===== src/rtl/mlp_div_seq_20u_11u.sv =====
// mlp_div_seq_20u_11u
//
// Iterative restoring unsigned divider that undoes the MLP 9u x 11u multiply.
// It retires one quotient bit per enabled cycle, MSB first, and uses a
// start/done handshake.
//
// Build option: MLP_DIV_SAT_EN
//   defined   -> an overflowing quotient clamps dout to all ones and raises ovf
//   undefined -> dout is the low dout_WIDTH quotient bits (wrap) and ovf stays 0
//
// Ports
//   clk    in   rising-edge clock
//   reset  in   synchronous, active-low reset; takes priority over ce
//   ce     in   clock enable; when low, all state and outputs hold
//   start  in   request; sampled only in IDLE with ce=1
//   din0   in   dividend (din0_WIDTH), captured on the accepting edge
//   din1   in   divisor  (din1_WIDTH), captured on the accepting edge
//   busy   out  high in CALC and DONE
//   done   out  high while in DONE
//   dout   out  quotient (dout_WIDTH), valid while done, held until next accept
//   rem    out  remainder (din1_WIDTH), same validity as dout
//   ovf    out  quotient did not fit in dout_WIDTH bits
//   dbz    out  divide by zero
//
// state | meaning
// IDLE  | waiting for start
// CALC  | one restoring iteration per enabled cycle
// DONE  | results presented for one enabled cycle
module mlp_div_seq_20u_11u #(
  parameter int unsigned ID         = 32'd1,
  parameter int unsigned din0_WIDTH = 32'd20,
  parameter int unsigned din1_WIDTH = 32'd11,
  parameter int unsigned dout_WIDTH = 32'd9
) (
  input  logic                  clk,
  input  logic                  reset,
  input  logic                  ce,
  input  logic                  start,
  input  logic [din0_WIDTH-1:0] din0,
  input  logic [din1_WIDTH-1:0] din1,
  output logic                  busy,
  output logic                  done,
  output logic [dout_WIDTH-1:0] dout,
  output logic [din1_WIDTH-1:0] rem,
  output logic                  ovf,
  output logic                  dbz
);

  localparam int unsigned CW = $clog2(din0_WIDTH);

  typedef enum logic [1:0] {
    IDLE = 2'd0,
    CALC = 2'd1,
    DONE = 2'd2
  } state_t;

  state_t r_state;
  state_t w_state_nxt;

  // r_dq starts as the dividend and fills with quotient bits from the LSB end,
  // so after din0_WIDTH shifts it holds the full quotient.
  logic [din0_WIDTH-1:0] r_dq;
  logic [din1_WIDTH-1:0] r_dvs;
  logic [din1_WIDTH:0]   r_rem_p;
  logic [CW-1:0]         r_cnt;
  logic [dout_WIDTH-1:0] r_dout;
  logic [din1_WIDTH-1:0] r_rem;
  logic                  r_ovf;
  logic                  r_dbz;

  logic                  w_accept;
  logic                  w_div_zero;
  logic                  w_last;
  logic [din1_WIDTH+1:0] w_trial;
  logic [din1_WIDTH+1:0] w_dvs_ext;
  logic                  w_ge;
  logic [din1_WIDTH+1:0] w_rem_full;
  logic [din0_WIDTH-1:0] w_dq_nxt;
  logic [dout_WIDTH-1:0] w_dout_nxt;
  logic                  w_ovf_nxt;
  logic                  w_unused;

  assign w_accept   = ce && (r_state == IDLE) && start;
  assign w_div_zero = (din1 == '0);
  assign w_last     = (r_cnt == CW'(din0_WIDTH - 1));

  // Restoring step: r' = {r, dividend MSB}; subtract when r' >= divisor.
  assign w_trial    = {r_rem_p, r_dq[din0_WIDTH-1]};
  assign w_dvs_ext  = {2'b00, r_dvs};
  assign w_ge       = (w_trial >= w_dvs_ext);
  assign w_rem_full = w_ge ? (w_trial - w_dvs_ext) : w_trial;
  assign w_dq_nxt   = {r_dq[din0_WIDTH-2:0], w_ge};

`ifdef MLP_DIV_SAT_EN
  logic w_hi_set;
  assign w_hi_set   = |w_dq_nxt[din0_WIDTH-1:dout_WIDTH];
  assign w_dout_nxt = w_hi_set ? {dout_WIDTH{1'b1}} : w_dq_nxt[dout_WIDTH-1:0];
  assign w_ovf_nxt  = w_hi_set;
`else
  assign w_dout_nxt = w_dq_nxt[dout_WIDTH-1:0];
  assign w_ovf_nxt  = 1'b0;
`endif

  // The partial remainder is always below the divisor, so the top bit of the
  // widened subtract result is never needed; ID is an instance tag only.
  assign w_unused = w_rem_full[din1_WIDTH+1] ^ (^ID);

  always_ff @(posedge clk) begin
    if (!reset) begin
      r_state <= IDLE;
    end else if (ce) begin
      r_state <= w_state_nxt;
    end
  end

  always_comb begin
    w_state_nxt = r_state;
    case (r_state)
      IDLE: begin
        if (start) begin
          w_state_nxt = w_div_zero ? DONE : CALC;
        end
      end
      CALC: begin
        if (w_last) begin
          w_state_nxt = DONE;
        end
      end
      DONE: begin
        w_state_nxt = IDLE;
      end
      default: begin
        w_state_nxt = IDLE;
      end
    endcase
  end

  always_ff @(posedge clk) begin
    if (!reset) begin
      r_dq    <= '0;
      r_dvs   <= '0;
      r_rem_p <= '0;
      r_cnt   <= '0;
      r_dout  <= '0;
      r_rem   <= '0;
      r_ovf   <= 1'b0;
      r_dbz   <= 1'b0;
    end else if (w_accept) begin
      r_dq    <= din0;
      r_dvs   <= din1;
      r_rem_p <= '0;
      r_cnt   <= '0;
      r_ovf   <= 1'b0;
      r_dbz   <= 1'b0;
      // Divide by zero skips CALC entirely and publishes its fixed result.
      if (w_div_zero) begin
        r_dbz  <= 1'b1;
        r_dout <= {dout_WIDTH{1'b1}};
        r_rem  <= '0;
      end
    end else if (ce && (r_state == CALC)) begin
      r_dq    <= w_dq_nxt;
      r_rem_p <= w_rem_full[din1_WIDTH:0];
      r_cnt   <= r_cnt + CW'(1);
      if (w_last) begin
        r_dout <= w_dout_nxt;
        r_rem  <= w_rem_full[din1_WIDTH-1:0];
        r_ovf  <= w_ovf_nxt;
      end
    end
  end

  assign busy = (r_state == CALC) || (r_state == DONE);
  assign done = (r_state == DONE);
  assign dout = r_dout;
  assign rem  = r_rem;
  assign ovf  = r_ovf;
  assign dbz  = r_dbz;

endmodule


===== config.mk =====
export PLATFORM = sky130hd
export DESIGN_NAME = mlp_div_seq_20u_11u
export DESIGN_NICKNAME = d
export VERILOG_FILES = /design/src/rtl/mlp_div_seq_20u_11u.sv
export SDC_FILE = /design/constraint.sdc
export NUM_CORES = 1
export LEC_CHECK = 0
export CORE_MARGIN = 3
export CORE_UTILIZATION = 40
export CTS_CLUSTER_DIAMETER = 100
export DETAILED_ROUTE_END_ITERATION = 10
export SYNTH_ARGS = -nofsm -noshare
export SYNTH_HDL_FRONTEND = slang
export SYNTH_SLANG_ARGS = --single-unit

===== constraint.sdc =====
create_clock -name clk -period 2.6 [get_ports clk]
set_clock_uncertainty 0.2 [all_clocks]
set_input_delay 0.52 -clock clk [delete_from_list [all_inputs] [get_ports clk]]
set_output_delay 0.52 -clock clk [all_outputs]
set_load 0.02 [all_outputs]

---- Word level (Yosys, flattened, before mapping) ----
Index checks and enable logic that the tools add are counted.
operators by class
  mux-type cells .......................... 16
  equal/unequal tests ..................... 6
  bitwise gates (word level) .............. 1
  reduce and logical (&&, ||, !) cells .... 11
  $lt $le $gt $ge ......................... 1
  add/subtract/negate cells ............... 2
operators with widths
  operator                                             count
  two-way mux 11 bit                                   4
  two-way mux 20 bit                                   2
  two-way mux 9 bit                                    4
  >= comparator 13 x 11 -> 1 bit                       1
  two-way mux 12 bit                                   1
  subtractor 12 x 11 -> 12 bit                         1
  zero test 11 bit                                     1
  two-way mux 2 bit                                    3
  AND reduction 3 bit                                  2
  adder 5 x 1 -> 5 bit, second input constant          1
  equality test 5 bit, second input constant           1
  != test 2 bit, second input constant                 2
  one-hot mux 2 bit (2 select lines)                   1
  nonzero test 2 bit                                   2
  logical AND 1 bit                                    3
  equality test 2 x 1 -> 1 bit, second input constant  1
  equality test 2 bit, second input constant           1
  zero test 2 bit                                      1
  != test 2 x 1 -> 1 bit, second input constant        1
  OR reduction 2 bit                                   1
  logical OR 1 bit                                     1
  two-way mux 1 bit                                    1
  inverter 1 bit                                       1
storage, ports and cells
  logic and storage cells ................. 45
  register bits after elaboration ......... 71

---- Logic depth before layout (Yosys ltp) ----
Gate-level depths: netlist of the first run.
  depth after elaboration ................. 5
  depth in mapped cells ................... 9
  depth with buffers taken out ............ 9

---- Worst setup path before layout of the first run ----
OpenSTA, ideal clock, no wires.
  kind .................................... register -> register
  from .................................... register r_dvs[10]
  to ...................................... register r_rem[6], in the netlist rem[6]
  arrival time ............................ 1.973 ns
  buffers on the path ..................... 1
  library setup time ...................... 0.117 ns
  stages on the path, launching flop included .. 10
  data required time ...................... 2.283 ns
  slack ................................... 0.310 ns
  path through ............................ dfxtp_1 inv_1 ha_1 a2111oi_4 o31ai_4 nor2_4 and2_4 buf_8 nand2b_4 a32o_1
on the way
  word-level cells in the longest chain between the ends .. 5
ends and longest elaborated chain
  element                         RTL line  RTL
  start, declared                 63        logic [din1_WIDTH-1:0] r_dvs;
  start signal, assigned          150       r_dvs <= din1;
  >= comparator 13 x 11 -> 1 bit  90        assign w_ge = (w_trial >= w_dvs_ext);
  two-way mux 12 bit              91        assign w_rem_full = w_ge ? (w_trial - w_dvs_ext) : w_trial;
  two-way mux 11 bit              165       if (w_last) begin
  two-way mux 11 bit              161       end else if (ce && (r_state == CALC)) begin
  two-way mux 11 bit              148       end else if (w_accept) begin
  end signal, assigned            167       r_rem <= w_rem_full[din1_WIDTH-1:0];
  end, declared                   67        logic [din1_WIDTH-1:0] r_rem;
No other way between the ends. The select of a mux whose other input is x is not followed.
A chain may end at the register's enable or synchronous reset.

---- Final worst setup path of the first run ----
  from .................................... register r_rem_p[9]
  to ...................................... register r_rem_p[4]
on the way
  word-level cells in the longest chain between the ends .. 2
ends and longest elaborated chain
  element                         RTL line  RTL
  start, declared                 64        logic [din1_WIDTH:0] r_rem_p;
  start signal, assigned          163       r_rem_p <= w_rem_full[din1_WIDTH:0];
  >= comparator 13 x 11 -> 1 bit  90
  two-way mux 12 bit              91
No other way between the ends.

==> impl_metrics.env, run 1 <==
export IMPL_status="complete, no violations"
export IMPL_synth_top_area_share_pct=40.6
export IMPL_path_clk_slew_ps=70
export IMPL_hold_viol=0
export IMPL_required_ps=2610
export IMPL_numCtsBuffers=9
export IMPL_synth_seq_cells=71
export IMPL_cts_sinks=71
export IMPL_synth_cells=427
export IMPL_grt_overflow=0
export IMPL_crit_type="flip-flop to flip-flop"
export IMPL_hp_class="flip-flop to flip-flop"
export IMPL_worst_slew_pin_slew_ps=653
export IMPL_cp_slowest_cell="a2111oi_4"
export IMPL_antenna_found_initial=0
export IMPL_initial_core_util_pct=42.0
export IMPL_grt_use_total_pct=17.7
export IMPL_rsz0062_at_grt="false"
export IMPL_setup_viol=0
export IMPL_dieArea_sq_um=9910
export IMPL_grt_util_met1_pct=24.6
export IMPL_reg2reg_from="r_rem_p[9]"
export IMPL_gp_congestion=0.824
export IMPL_fin_nets=535
export IMPL_syn_nets=478
export IMPL_worstSkewPairLatency_ps=340
export IMPL_cp_cell_sequence="ha_2 > a2111oi_4 > o31ai_4 > nor2_4 > nand2_4 > mux2i_1 > a21oi_1"
export IMPL_ys_seq_area_share_pct=40.6
export IMPL_std_cell_rows=33
export IMPL_grt_pass1_wl_mm=14.3
export IMPL_met2_usage_pct=27.3
export IMPL_grt_max_degree=38
export IMPL_antennaDiodeCount=0
export IMPL_syn_area_sq_um=3500
export IMPL_nFillCells=810
export IMPL_hpwl_mm=6.17
export IMPL_hp_start="rem[2]"
export IMPL_area_growth_pct=27.2
export IMPL_fmax_mhz=406
export IMPL_htreeDepth=3
export IMPL_synth_top_area_cell="dfxtp_1"
export IMPL_pin_count=59
export IMPL_drtIter0Drc=115
export IMPL_fp_dieH_microns=99.5
export IMPL_crit_path_max_fanout=13
export IMPL_p_leak_uw=0.00167
export IMPL_routedWlPerCell_microns=14.0
export IMPL_endpoint_kind="flip-flop"
export IMPL_period_share_pct=94.7
export IMPL_seq_area_sq_um=1420
export IMPL_critPathBufInv=0
export IMPL_drv_cap=0
export IMPL_slew_limit_headroom_pct=56.3
export IMPL_grt_use_met3_pct=3.09
export IMPL_layout_commonest_cell="nand2_1"
export IMPL_synth_cell_types=54
export IMPL_critPathArrivalTime_ps=2470
export IMPL_design_area_sq_um=4450
export IMPL_routed_wl_mm=8.33
export IMPL_die_w_microns=99.5
export IMPL_worst_setup_path_start_kind="flip-flop"
export IMPL_yosys_warnings=0
export IMPL_yosys_top_cells_area="dfxtp_1 (41%), nand2_1 (8.3%), ha_1 (5.4%), a21oi_1 (4.9%), o21ai_0 (4.1%)"
export IMPL_fin_util_pct=53.4
export IMPL_grt_busiest_layer="met2"
export IMPL_setup_tns_final_ps=0
export IMPL_critical_path_top_delay_family="compound AO/OA/AOI/OAI gates"
export IMPL_min_period_ps=2460
export IMPL_ctsLongestPathBuffers=2
export IMPL_vias=3152
export IMPL_first_pass_iters=4
export IMPL_drc=0
export IMPL_powerDensity_nw_per_um2=651
export IMPL_ant_nets=0
export IMPL_ys_async_sr_fraction_pct=0
export IMPL_fin_hold_ws_ps=250
export IMPL_viasPerCell=5.31
export IMPL_tritoncts="yes"
export IMPL_mostFrequentLayoutCells="nand2_1 (77), dfxtp_1 (71), clkdlybuf4s50_1 (57), a21oi_1 (33), o21ai_0 (28)"
export IMPL_cpPeakStageDelay_ps=450
export IMPL_startpoint="r_rem_p[9]"
export IMPL_grt_pass1_vias=3123
export IMPL_ir_drop_v=0.000284
export IMPL_coreArea_sq_um=8340
export IMPL_cts_root_buf="clkbuf_8"
export IMPL_drive_gt1_share_pct=10.6
export IMPL_maxSlewViolCount=0
export IMPL_multiInputGateArea_sq_um=1900
export IMPL_avgSynthCellArea_sq_um=8.20
export IMPL_place_area_sq_um=4200
export IMPL_port_buffers=57
export IMPL_synth_edf_count=0
export IMPL_synth_top_flop_cell="dfxtp_1"
==> cells by family after synthesis <==
group | synth area share (%)
compound gates | 22.3
xor+xnor | 2.75
fa+ha+maj | 5.93
buf+inv | 5.26
flops | 40.6
mux | 1.75
other cells | 0.107
simple gates | 21.3
==> sequential cells by signal, summed over array words and instances (netlist names) <==
| name | count |
|---|---|
| r_dvs | 11 |
| rem | 11 |
| dout | 9 |
| dbz | 1 |
| r_cnt | 5 |
| r_dq | 20 |
| r_rem_p | 12 |
| r_state | 2 |
==> repair_timing <==
action / CTS / global route
gates resized for setup: 0 / 3
endpoints found under the setup margin: 0 / 4
buffers inserted: 0 / 0
hold buffers: 0 / 0
hold endpoints to repair: 0 / 0
==> Yosys cell counts (3+ instances only) <==
cell      count
o221a_2       8
nand2b_1      3
dfxtp_1      71
nand2_1      77
ha_1         15
a31oi_1      11
a311oi_1      3
mux2i_1       5
nand4_1       6
nor3_1       17
xor2_1        5
o21ai_1       5
nand3_1      22
nor2_1       25
o21ai_0      29
and3_1        3
o211ai_1      3
a21oi_1      34
clkbuf_1     22
inv_1        18
xnor2_1       6
==> power breakdown <==
group          leakage (uW)  total [uW]  switching (uW)  internal [uW]
Combinational      0.000975         674             391            284
Sequential         0.000576        1160            30.9           1130
Clock              0.000120        1070             426            640
Total               0.00167        2900             847           2050
==> worst register-to-register path, cell delays in order, from the launching register on <==
cell       delay (ps)
dfxtp_1           400
ha_2              360
a2111oi_4         450
o31ai_4           170
nor2_4            210
nand2_4           160
mux2i_1           300
a21oi_1           110
==> metrics by stage <==
step / worst slack [ps] / instances / total power [uW]
after floorplan: 310 / 427 / 1700
after global placement: 1.85 / 578 / 1850
after detailed placement: -41.2 / 578 / 1850
after CTS: 143 / 594 / 2920
after global routing: 20.7 / 594 / 3050
final: 137 / 594 / 2900
==> worst paths after layout <==
kind	slack (ps)	depth (start not counted)	to
min reg2reg	250	2	rem[2]
max	140	7	r_rem_p[4]
max reg2reg	140	7	r_rem_p[4]
min	250	2	rem[2]
==> per-layer routing <==
metal,part of all wire [%],wire length (microns),up-vias
met3,3.8,313,13
met1,51,4240,1454
met4,1.9,159,0
li1,-,-,1624
met2,43,3620,61
met5,0,0,-
==> layout make-up <==
cell class | count | share of cell area [%]
clock buffer | 9 | 2.78
clock inverter | 7 | 2.70
inverter | 18 | 1.52
multi-input combinational | 313 | 42.7
sequential | 71 | 31.9
tap | 105 | 2.95
timing repair buffer | 71 | 15.5
No activity file was read; power rests on OpenSTA's default activity.
==> run 2: changes to the inputs <==
- ABC_CLOCK_PERIOD_IN_PS: unset -> 2450
- clock period: 2.6 -> 2.45 ns (I/O delays scaled with it)
==> impl_metrics.env, run 2 (synthesized netlist as in run 1, its figures left out) <==
export IMPL_routed_wl_mm=8.69
export IMPL_drc=0
export IMPL_setup_viol=0
export IMPL_reg2regPathDepth=8
export IMPL_route_met3_wl_microns=441
export IMPL_first_pass_iters=4
export IMPL_gp_congestion=0.795
export IMPL_worst_slack_ps=99.8
export IMPL_fmax_mhz=426
export IMPL_endpoint_kind="output port"
export IMPL_port_buffers=57
export IMPL_cpPeakStageDelay_ps=590
export IMPL_ctsLongestPathBuffers=2
export IMPL_top_regs="r_dq x20, r_rem_p x12"
export IMPL_hold_depth=2
export IMPL_power_total_uw=3150
export IMPL_grt_overflow=0
export IMPL_largest_register="r_dq"
export IMPL_antenna_found_initial=0
export IMPL_rsz0062_at_grt="true"
export IMPL_r2r_slack_ps=110
export IMPL_grt_pass1_wl_mm=14.4
export IMPL_antennaDiodeCount=0
export IMPL_wl_met1_mm=4.14
export IMPL_fin_util_pct=54.9
export IMPL_crit_path_max_fanout=3
export IMPL_hpwl_mm=6.37
export IMPL_powerDensity_nw_per_um2=687
export IMPL_tritoncts="yes"
export IMPL_top_layer_used="met4"
export IMPL_vias=3205
export IMPL_hp_class="flip-flop to flip-flop"
export IMPL_p_leak_uw=0.00173
export IMPL_design_area_sq_um=4580
export IMPL_die_w_microns=99.5
export IMPL_ant_nets=0
export IMPL_largest_register_ffs=20
export IMPL_placed_cells=589
export IMPL_cp_cell_sequence="inv_1 > ha_1 > clkdlybuf4s50_1"
export IMPL_fin_nets=546
export IMPL_drive_gt1_share_pct=13.0
export IMPL_required_ps=1760
export IMPL_cts_root_buf="clkbuf_8"
export IMPL_r2r_end="rem[6]"
export IMPL_place_area_sq_um=4320
export IMPL_drv_cap=0
export IMPL_cp_slowest_cell="clkdlybuf4s50_1"
export IMPL_status="complete, no violations"
export IMPL_std_cell_rows=33
export IMPL_fp_dieH_microns=99.5
export IMPL_hold_end="rem[2]"
export IMPL_stdcell_count=605
export IMPL_wl_met2_mm=3.98
export IMPL_pin_count=59
export IMPL_viasPerCell=5.30
export IMPL_drtIter0Drc=122
export IMPL_period_share_pct=95.9
export IMPL_hp_start="rem[2]"
export IMPL_maxSlewViolCount=0
export IMPL_layout_commonest_cell="nand2_1"
export IMPL_initial_core_util_pct=42.0
export IMPL_dieArea_sq_um=9910
export IMPL_critPathArrivalTime_ps=1660
export IMPL_worstSkewPairLatency_ps=340
export IMPL_htreeDepth=3
export IMPL_coreArea_sq_um=8340
export IMPL_post_place_ws_ps=-59.2
export IMPL_reg2reg_from="r_dvs[10]"
export IMPL_grt_use_total_pct=18.1
export IMPL_cts_setup_buffers=0
export IMPL_min_period_ps=2350
export IMPL_hold_viol=0
export IMPL_path_clk_slew_ps=80
export IMPL_area_growth_pct=30.9
export IMPL_routedWlPerCell_microns=14.4
export IMPL_mostFrequentLayoutCells="nand2_1 (77), dfxtp_1 (71), clkdlybuf4s50_1 (57), a21oi_1 (34), o21ai_0 (27)"
export IMPL_numCtsBuffers=9
export IMPL_grt_pass1_vias=2979
export IMPL_crit_type="flip-flop to output port"
export IMPL_worst_setup_path_start_kind="flip-flop"
export IMPL_ir_drop_v=0.000365
export IMPL_cts_sinks=71
export IMPL_grt_max_degree=38
## run 2: cell count changes in the layout (fill, tap and decap cells not counted), sizes merged
cell  delta
buf     +11
## run 2: what timing repair did
action,CTS,global route
hold buffers,0,0
gates resized for setup,0,6
setup endpoints to repair,0,9
## run 2: worst max-delay path by stage
| stage | from | end | slack (ps) | cells after the start |
|---|---|---|---|---|
| global route | r_dvs[10] | r_rem_p[6] | -8 | 8 |
| global placement | din1[2] | rem[4] | -20 | 9 |
| floorplan | r_dvs[10] | rem[6] | 160 | 9 |
| finish | r_state[0] | busy | 100 | 3 |
| CTS | r_dvs[7] | rem[0] | 60 | 8 |
| detailed placement | din1[2] | rem[3] | -60 | 9 |
## run 2: where the power goes
part | switching (uW) | leakage (uW) | internal (uW) | total [uW]
sequential | 33.5 | 0.000576 | 1200 | 1230
combinational | 430 | 0.00103 | 341 | 771
clock | 466 | 0.000120 | 680 | 1150
## run 2: metrics by stage
| stage | hold slack, ps | setup TNS [ps] |
|---|---|---|
| after floorplan | 236 | 0 |
| after global placement | 233 | -100 |
| after detailed placement | 243 | -420 |
| after CTS | 257 | 0 |
| after global routing | 274 | -8.05 |
| final | 254 | 0 |
## run 2: area by class of cell
class	count	area, sq um
Multi-Input combinational cell	313	1910
Fill cell	801	3760
Sequential cell	71	1420
Tap cell	105	131
Clock inverter	7	120
Inverter	18	67.6
Timing Repair Buffer	82	808
Clock buffer	9	124
## run 2: per-layer routing
layer / vias up / GRT usage [%]
met5: - / 0
met4: 0 / 5.78
met3: 13 / 3.65
met2: 70 / 28.2
met1: 1474 / 25.1
li1: 1648 / -
## run 2: critical path: cells and delay by family (launching register included)
| family | cells | cell delay [ps] |
|---|---|---|
| adders and majority gates | 1 | 270 |
| buffers and inverters | 2 | 670 |
| DFF | 1 | 380 |
==> run 3: changes to the inputs <==
- ABC_CLOCK_PERIOD_IN_PS: 2450 -> 2130
- PLACE_DENSITY: unset -> 0.65
- SKIP_CTS_REPAIR_TIMING: unset -> 1
- clock period: 2.45 -> 2.13 ns (I/O delays scaled with it)
==> impl_metrics.env, run 3 (synthesized netlist as in run 1, its figures left out) <==
export IMPL_tritoncts="yes"
export IMPL_worst_setup_path_start_kind="flip-flop"
export IMPL_fin_nets=589
export IMPL_power_frac_clock_pct=28.7
export IMPL_hp_class="flip-flop to flip-flop"
export IMPL_largest_register="r_dq"
export IMPL_grt_overflow=0
export IMPL_fin_util_pct=61.0
export IMPL_r2r_end="r_rem_p[0]"
export IMPL_setup_viol=21
export IMPL_p_switching_uw=1200
export IMPL_required_ps=2150
export IMPL_gp_congestion=0.921
export IMPL_antennaDiodeCount=0
export IMPL_switching_share_pct=33.1
export IMPL_status="finished, violations left"
export IMPL_top_regs="r_dq x20, r_rem_p x12"
export IMPL_htreeDepth=3
export IMPL_std_cell_rows=33
export IMPL_seq_area_sq_um=1440
export IMPL_nFillCells=711
export IMPL_design_area_sq_um=5090
export IMPL_port_buffers=57
export IMPL_crit_type="flip-flop to flip-flop"
export IMPL_grt_use_total_pct=18.4
export IMPL_drv_cap=0
export IMPL_die_w_microns=99.5
export IMPL_powerDensity_nw_per_um2=715
export IMPL_p_leak_uw=0.00198
export IMPL_grt_pass1_vias=3109
export IMPL_hold_viol=0
export IMPL_grt_pass1_wl_mm=14.9
export IMPL_period_share_pct=105
export IMPL_coreArea_sq_um=8340
export IMPL_largest_register_ffs=20
export IMPL_intPower_uw=2440
export IMPL_fp_dieH_microns=99.5
export IMPL_mostFrequentLayoutCells="nand2_1 (76), buf_4 (62), dfxtp_1 (59), clkdlybuf4s50_1 (55), a21oi_1 (29)"
export IMPL_violations="setup timing"
export IMPL_endpoint_kind="flip-flop"
export IMPL_place_area_sq_um=4600
export IMPL_initial_core_util_pct=42.0
export IMPL_viasPerCell=5.27
export IMPL_ant_nets=0
export IMPL_ir_drop_v=0.000345
export IMPL_fin_hold_ws_ps=249
export IMPL_cts_root_buf="clkbuf_8"
export IMPL_path_clk_slew_ps=80
export IMPL_min_period_ps=2230
export IMPL_r2r_slack_ps=-100
export IMPL_routedWlPerCell_microns=14.3
export IMPL_reg2regPathDepth=9
export IMPL_hold_end="rem[8]"
export IMPL_first_pass_iters=4
export IMPL_seq_power_share_pct=39.0
export IMPL_worstSkewPairLatency_ps=350
export IMPL_comb_power_share_pct=32.3
export IMPL_area_growth_pct=45.4
export IMPL_crit_path_max_fanout=8
export IMPL_vias=3418
export IMPL_cts_sinks=71
export IMPL_multiInputGateArea_sq_um=2130
export IMPL_reg2reg_from="r_dvs[10]"
export IMPL_pin_count=59
export IMPL_hp_start="rem[8]"
export IMPL_worst_slack_ps=-99.5
export IMPL_hold_depth=2
export IMPL_drc=0
export IMPL_critPathArrivalTime_ps=2250
export IMPL_rsz0062_at_grt="true"
export IMPL_drtIter0Drc=146
export IMPL_dieArea_sq_um=9910
export IMPL_routed_wl_mm=9.26
export IMPL_layout_commonest_cell="nand2_1"
export IMPL_ctsLongestPathBuffers=2
export IMPL_numCtsBuffers=9
export IMPL_drive_gt1_share_pct=28.0
export IMPL_maxSlewViolCount=0
export IMPL_grt_max_degree=29
export IMPL_fmax_mhz=449
export IMPL_antenna_found_initial=0
export IMPL_hpwl_mm=6.73
## run 3: worst max-delay path by stage
stage | startpoint | endpoint | slack (ps) | cells past startpoint
floorplan | r_rem_p[9] | rem[6] | -30 | 8
global placement | din1[2] | rem[10] | -280 | 7
detailed placement | din1[4] | rem[10] | -290 | 7
CTS | r_dvs[2] | r_rem_p[6] | -190 | 10
global route | r_dvs[8] | r_rem_p[7] | -220 | 8
finish | r_dvs[10] | r_rem_p[0] | -100 | 9
## run 3: cell type report
type                            instances  share of cell area [%]
Clock buffer                           10                    2.70
Timing Repair Buffer                  125                    22.3
Sequential cell                        71                    28.2
Tap cell                              105                    2.58
Clock inverter                          6                    1.03
Inverter                               18                    1.33
Multi-Input combinational cell        313                    41.8
## run 3: power by group through the flow
stage               clock (uW)  combinational, uW  sequential, uW
floorplan                    0                634            1440
finish                    1050               1180            1420
CTS                       1070                959            1410
global placement             0                944            1440
detailed placement           0                952            1450
global route              1120               1270            1430
## run 3: critical path: stages (launching register included)
cell       delay (ps)
dfxtp_2           350
inv_2              50
ha_4              230
a2111oi_4         390
o31ai_4           170
nor2_4            170
nand2_4           150
buf_6             180
nand4_1           100
o211ai_1          110
## run 3: per-stage QoR
step                      total power [uW]  setup WS [ps]  setup TNS [ps]  std cells
after global placement                2390           -284           -4400        625
after floorplan                       2070          -30.1           -30.1        427
after global routing                  3820           -216           -3860        648
after CTS                             3440           -194           -3120        641
final                                 3640          -99.5            -900        648
after detailed placement              2400           -289           -4680        625
## run 3: metal layers
metal  vias to the layer above  wire length [microns]  track usage [%]
met4                         0                    124             6.41
met5                         -                      0                0
met3                        10                    458             3.16
met1                      1594                   4350             26.4
met2                        83                   4330             27.9
li1                       1731                      -                -
